File: src/rtl/pix_capture_pkg.sv
// Shared types and helpers for the pixel-capture front end.
// keep_pix works on zero-extended counters of up to CNT_MAX_W bits.
package pix_capture_pkg;

  typedef enum logic [1:0] {
    IDLE,
    ARMED,
    CAPTURE,
    STOPPING
  } cap_state_t;

  localparam int unsigned CNT_MAX_W = 32;
  localparam int unsigned K_MAX_W   = 8;

  // Pixel survives decimation when both quad indices are multiples of 2^k.
  function automatic logic keep_pix(input logic [CNT_MAX_W-1:0] x,
                                    input logic [CNT_MAX_W-1:0] y,
                                    input logic [K_MAX_W-1:0]   k);
    logic [CNT_MAX_W-1:0] mask;
    mask = ~({CNT_MAX_W{1'b1}} << k);
    return (((x >> 1) & mask) == '0) && (((y >> 1) & mask) == '0);
  endfunction

endpackage

File: src/rtl/pix_edge_det.sv
// Registers a sensor strobe and flags its rising/falling edges against the
// previous registered value.
module pix_edge_det (
  input  logic i_clk,
  input  logic i_rst_n,
  input  logic i_d,
  output logic o_q,
  output logic o_q_d,
  output logic o_rise,
  output logic o_fall
);

  always_ff @(posedge i_clk) begin
    if (!i_rst_n) begin
      o_q   <= 1'b0;
      o_q_d <= 1'b0;
    end else begin
      o_q   <= i_d;
      o_q_d <= o_q;
    end
  end

  assign o_rise = o_q & ~o_q_d;
  assign o_fall = ~o_q & o_q_d;

endmodule

File: src/rtl/pix_capture.sv
// Sensor pixel-capture front end: frame-aligned start/stop, raw X/Y, frame count,
// SOF/EOL markers. Decimation is built only when PIX_CAPTURE_DECIM_EN is defined.
module pix_capture
  import pix_capture_pkg::*;
#(
  parameter int unsigned DATA_W  = 12,
  parameter int unsigned X_W     = 16,
  parameter int unsigned Y_W     = 16,
  parameter int unsigned FRAME_W = 32,
  parameter int unsigned SKIP_W  = 2
) (
  input  logic               i_clk,
  input  logic               i_rst_n,
  input  logic               i_start,
  input  logic               i_stop,
  input  logic               i_fval,
  input  logic               i_lval,
  input  logic [DATA_W-1:0]  i_data,
  input  logic [SKIP_W-1:0]  i_skip_log2,
  output logic [DATA_W-1:0]  o_data,
  output logic               o_valid,
  output logic [X_W-1:0]     o_x,
  output logic [Y_W-1:0]     o_y,
  output logic               o_sof,
  output logic               o_eol,
  output logic [FRAME_W-1:0] o_frame_cnt,
  output logic               o_active
);

  cap_state_t        state, state_nx;
  logic              fval_r, fval_q, fval_rise, fval_fall;
  logic              lval_r, lval_q, lval_rise, lval_fall;
  logic [DATA_W-1:0] data_r;
  logic [X_W-1:0]    x_cnt, x_cur;
  logic [Y_W-1:0]    y_cnt, y_cur;
  logic              seen_low, row_kept, sof_pend;
  logic              act, sof_edge, pix, keep, line_end;

  pix_edge_det u_fval (
    .i_clk(i_clk), .i_rst_n(i_rst_n), .i_d(i_fval),
    .o_q(fval_r), .o_q_d(fval_q), .o_rise(fval_rise), .o_fall(fval_fall)
  );

  pix_edge_det u_lval (
    .i_clk(i_clk), .i_rst_n(i_rst_n), .i_d(i_lval),
    .o_q(lval_r), .o_q_d(lval_q), .o_rise(lval_rise), .o_fall(lval_fall)
  );

  logic unused_sig;

  always_ff @(posedge i_clk) begin
    if (!i_rst_n) data_r <= '0;
    else          data_r <= i_data;
  end

  assign act      = (state == CAPTURE) || (state == STOPPING);
  // Frame start needs an fval low seen while armed, so a frame already running
  // at arm time (or at reset release) is never picked up part-way.
  assign sof_edge = fval_rise && ((state == CAPTURE) || ((state == ARMED) && seen_low));
  assign x_cur    = sof_edge ? '0 : x_cnt;
  assign y_cur    = sof_edge ? '0 : y_cnt;
  assign pix      = ((act && fval_r) || sof_edge) && lval_r;
  // fval dropping while lval is still high also closes the line.
  assign line_end = act && fval_q && (lval_fall || (fval_fall && lval_q));

`ifdef PIX_CAPTURE_DECIM_EN
  logic [SKIP_W-1:0] k_q, k_cur;

  assign k_cur = sof_edge ? i_skip_log2 : k_q;
  assign keep  = pix && keep_pix(CNT_MAX_W'(x_cur), CNT_MAX_W'(y_cur), K_MAX_W'(k_cur));

  always_ff @(posedge i_clk) begin
    if (!i_rst_n)      k_q <= '0;
    else if (sof_edge) k_q <= i_skip_log2;
  end

  assign unused_sig = lval_rise;
`else
  assign keep       = pix;
  assign unused_sig = lval_rise ^ (^i_skip_log2);
`endif

  always_ff @(posedge i_clk) begin
    if (!i_rst_n) state <= IDLE;
    else          state <= state_nx;
  end

  always_comb begin
    state_nx = state;
    case (state)
      IDLE:     if (i_start && !i_stop) state_nx = ARMED;
      ARMED:    if (i_stop) state_nx = IDLE;
                else if (sof_edge) state_nx = CAPTURE;
      CAPTURE:  if (i_stop) state_nx = fval_r ? STOPPING : IDLE;
      STOPPING: if (!fval_r) state_nx = IDLE;
      default:  state_nx = IDLE;
    endcase
  end

  always_ff @(posedge i_clk) begin
    if (!i_rst_n) begin
      x_cnt       <= '0;
      y_cnt       <= '0;
      seen_low    <= 1'b0;
      row_kept    <= 1'b0;
      sof_pend    <= 1'b0;
      o_frame_cnt <= '0;
    end else begin
      seen_low <= (state == ARMED) && (seen_low || !fval_r);

      if (sof_edge) begin
        x_cnt <= lval_r ? X_W'(1) : '0;
        y_cnt <= '0;
      end else if (line_end) begin
        x_cnt <= '0;
        if (y_cnt != '1) y_cnt <= y_cnt + Y_W'(1);
      end else if (pix && x_cnt != '1) begin
        x_cnt <= x_cnt + X_W'(1);
      end

      if (state == IDLE)  row_kept <= 1'b0;
      else if (keep)      row_kept <= 1'b1;
      else if (line_end)  row_kept <= 1'b0;

      if (state == IDLE)  sof_pend <= 1'b0;
      else if (sof_edge)  sof_pend <= !keep;
      else if (keep)      sof_pend <= 1'b0;

      if (act && fval_fall) o_frame_cnt <= o_frame_cnt + FRAME_W'(1);
    end
  end

  always_ff @(posedge i_clk) begin
    if (!i_rst_n) begin
      o_data  <= '0;
      o_valid <= 1'b0;
      o_x     <= '0;
      o_y     <= '0;
      o_sof   <= 1'b0;
      o_eol   <= 1'b0;
    end else begin
      o_data  <= data_r;
      o_valid <= keep;
      o_x     <= x_cur;
      o_y     <= y_cur;
      o_sof   <= keep && (sof_edge || sof_pend);
      o_eol   <= line_end && row_kept;
    end
  end

  assign o_active = act;

endmodule

File: config.mk
export PLATFORM = sky130hd
export DESIGN_NAME = pix_capture
export DESIGN_NICKNAME = d
export VERILOG_FILES = /design/src/rtl/pix_capture_pkg.sv /design/src/rtl/pix_edge_det.sv /design/src/rtl/pix_capture.sv
export SDC_FILE = /design/constraint.sdc
export NUM_CORES = 1
export LEC_CHECK = 0
export ABC_CLOCK_PERIOD_IN_PS = 1800
export CAP_MARGIN = 0
export CORE_MARGIN = 2
export CORE_UTILIZATION = 48
export CTS_BUF_LIST = sky130_fd_sc_hd__clkbuf_4
export DETAILED_ROUTE_END_ITERATION = 7
export PLACE_DENSITY = 0.87
export SLEW_MARGIN = 25
export SYNTH_ARGS = -nofsm -noshare
export SYNTH_HDL_FRONTEND = slang
export SYNTH_SLANG_ARGS = --single-unit
File: constraint.sdc
create_clock -name i_clk -period 1.8 [get_ports i_clk]
set_clock_uncertainty 0.15 [all_clocks]
set_input_delay 0.36 -clock i_clk [delete_from_list [all_inputs] [get_ports i_clk]]
set_output_delay 0.36 -clock i_clk [all_outputs]
set_load 0.01 [all_outputs]
==> metrics <==
status=finished with violations; failing checks=setup timing; Die Span X=105.0 um; Post-synth EDFFs=0; CTS Root Buffer Type=clkbuf_4; Clk Latency, worst-skew pair=0.51 ns; CTS Buf Count=17; GPL Wtd Cong=0.8562; max_slew headroom=0.7143; # rows=36; Worst-path clk slew=0.12 ns; Synth Area per Inst=9.712 um^2; Die H=105.0 um; asr flop ratio synth=0; sequential share of the synthesized area=0.5399; peak supply drop=0.4237 mV; htree depth=4; Synth Flop Type=dfxtp_1; vias in the first global route=4327; CTS Buffer Depth=2; Mapped Area=4895 um^2; die area=11020 um^2; post-DP HPWL=8.352 mm; clk sinks=132; Cell Pwr Density=694.7 nW/um^2; Final Max Tran Viols=0; most common cell after layout, fill and taps aside=dfxtp_1; final setup margin=-0.2460 ns; CP Max Fanout=8; final setup vio count=9; Area Growth Syn to Fin=46.40%; syn nets=527; DR vias/cell=5.316; largest net degree at the start of global routing=25; fraction of layout cells with a size suffix above 1=0.2897; Finished Layout Cells=844; Pre-antenna DRT Iters=5; DR vias=4487; Final Cycle Share=1.137; first-pass GRT wire length=20.02 mm; Final #Nets=721; DRT Wirelength=13.01 mm; Area after DPL=6606 um^2; GRT Util Overall=0.2228; Worst Path Arrival=2.33 ns; initial core utilization=0.4985; Least-Margin Pin Slew=0.4229 ns; count of input and output buffers=97; fin area=7166 um^2; post-synthesis cell type count=49; DRT antenna net count=0; yosys warns=0; max_cap viols=0; CP Launch Type=flip-flop; Leak=3.222 nW; core area=9819 um^2; initial drt markers=244; initial antenna violation count=0; number of synthesized register bits=132; critical path endpoint category=flip-flop; drt wl/cell=15.41 um; WS Path Type=flip-flop to flip-flop; Power, Total=4.978 mW; Period minus WS final=2.046 ns; worst slack at placement=-0.2110 ns; Peak Freq=0.4888 GHz; antenna diode count=0; Layout Utilization=0.7297; total gr overflow=0; RSZ-0062 raised after global routing=yes; Hold Vio Cnt, Final=0; TritonCTS clock tree=yes; residual DRC count=0; Post-Synthesis Cells=504; required time of the critical path=2.09 ns; Hold WC Path Type=input pin to flip-flop; I/O pin count=100; placed cell count=792; most frequent cells in the layout=101 x dfxtp_1, 83 x buf_4, 69 x dlygate4sd2_1, 66 x nor2_1, 58 x and2_1
==> metal layers <==
metal / global-route usage / up-vias / share of wire
met5: 0 / - / 0
met4: 0.1019 / 0 / 0.025
met3: 0.05115 / 34 / 0.050
met2: 0.3998 / 163 / 0.53
met1: 0.2492 / 2168 / 0.39
li1: - / 2122 / -
==> synth_stat cells (3+ instances only) <==
cell type / count / share of area
nand4_1: 19 / 0.024
nor4_1: 4 / 0.0051
inv_1: 7 / 0.0054
dfxtp_1: 132 / 0.54
xor2_1: 30 / 0.054
clkbuf_1: 12 / 0.0092
nand4b_1: 4 / 0.0072
and3_1: 14 / 0.018
mux2_2: 6 / 0.014
nor3_1: 10 / 0.010
ha_1: 3 / 0.0077
mux2i_1: 3 / 0.0061
buf_2: 6 / 0.0061
a21oi_1: 11 / 0.011
nand2_1: 24 / 0.018
nor2_1: 69 / 0.053
xnor2_1: 14 / 0.025
and4_1: 7 / 0.013
o211ai_1: 3 / 0.0046
o21ai_0: 6 / 0.0061
a211oi_1: 5 / 0.0077
or3_1: 3 / 0.0038
or4_1: 4 / 0.0061
nand3_1: 21 / 0.021
and2_1: 60 / 0.077
==> layout make-up <==
cell class	instances	area (um^2)
fill	706	2654
tap	133	166.4
clock inverter	13	116.4
inverter	8	30.03
timing repair buffer	194	1678
clock buffer	19	142.6
sequential	132	2689
multi-input combinational	345	2344
==> what timing repair did <==
item | 4_1_cts | 5_1_grt
resized for setup | 125 | 57
endpoints found under the hold margin | 0 | 0
cloned | 0 | 1
setup endpoints to repair | 110 | 52
setup buffers | 3 | 16
pin swaps | 3 | 16
hold buffers | 0 | 0
==> flip-flops by register name, indices dropped and copies added, names as in the netlist, 2 cells and up <==
signal,count
o_frame_cnt,32
o_x,16
o_y,16
x_cnt,16
y_cnt,16
data_r,12
o_data,12
state,2
==> worst max-delay path, cell delays in order (launching register included) <==
cell and delay [ns]:
dfxtp_4 0.38, buf_6 0.13, buf_6 0.11, o21ai_4 0.07, or4_4 0.52, or4_1 0.48, o21ai_1 0.14
==> cell families (layout without fill, tap and decap cells) <==
family                     after synthesis  in the layout  share of synthesized area
and+or+nand+nor                        253            253                     0.2830
AOI/OAI and AO/OA                       36             36                    0.04857
adders and majority gates                3              3                   0.007670
xor gates and xnor gates                44             44                    0.07873
DFF                                    132            132                     0.5399
muxes                                    9              9                    0.01994
buffers and inverters                   27            234                    0.02224
==> power breakdown <==
part           switching [mW]  total (mW)  internal, mW
Clock                    1.00        1.83         0.823
Combinational          0.0919       0.198         0.106
Sequential            0.00906        2.95          2.94
==> worst paths after layout <==
check                                            from               endpoint  slack, ns  depth (start not counted)
worst min register to register   data_r[9]$_SDFF_PN0_   o_data[9]$_SDFF_PN0_       0.29                          1
worst max register to register  state[1]$_SDFFE_PN0P_  x_cnt[9]$_SDFFE_PN0P_      -0.25                          6
worst max-delay path            state[1]$_SDFFE_PN0P_  x_cnt[9]$_SDFFE_PN0P_      -0.25                          6
worst min-delay path                        i_data[7]   data_r[7]$_SDFF_PN0_       0.28                          2
==> through the flow <==
stage	hold slack [ns]	TNS (ns)
global placement	0.2657	-1.367
floorplan	0.2619	0
CTS	0.2496	-0.2973
global route	0.2381	-2.104
detailed placement	0.2681	-2.728
finish	0.2815	-0.5690
Note: power is estimated with default switching activity, not from simulation.
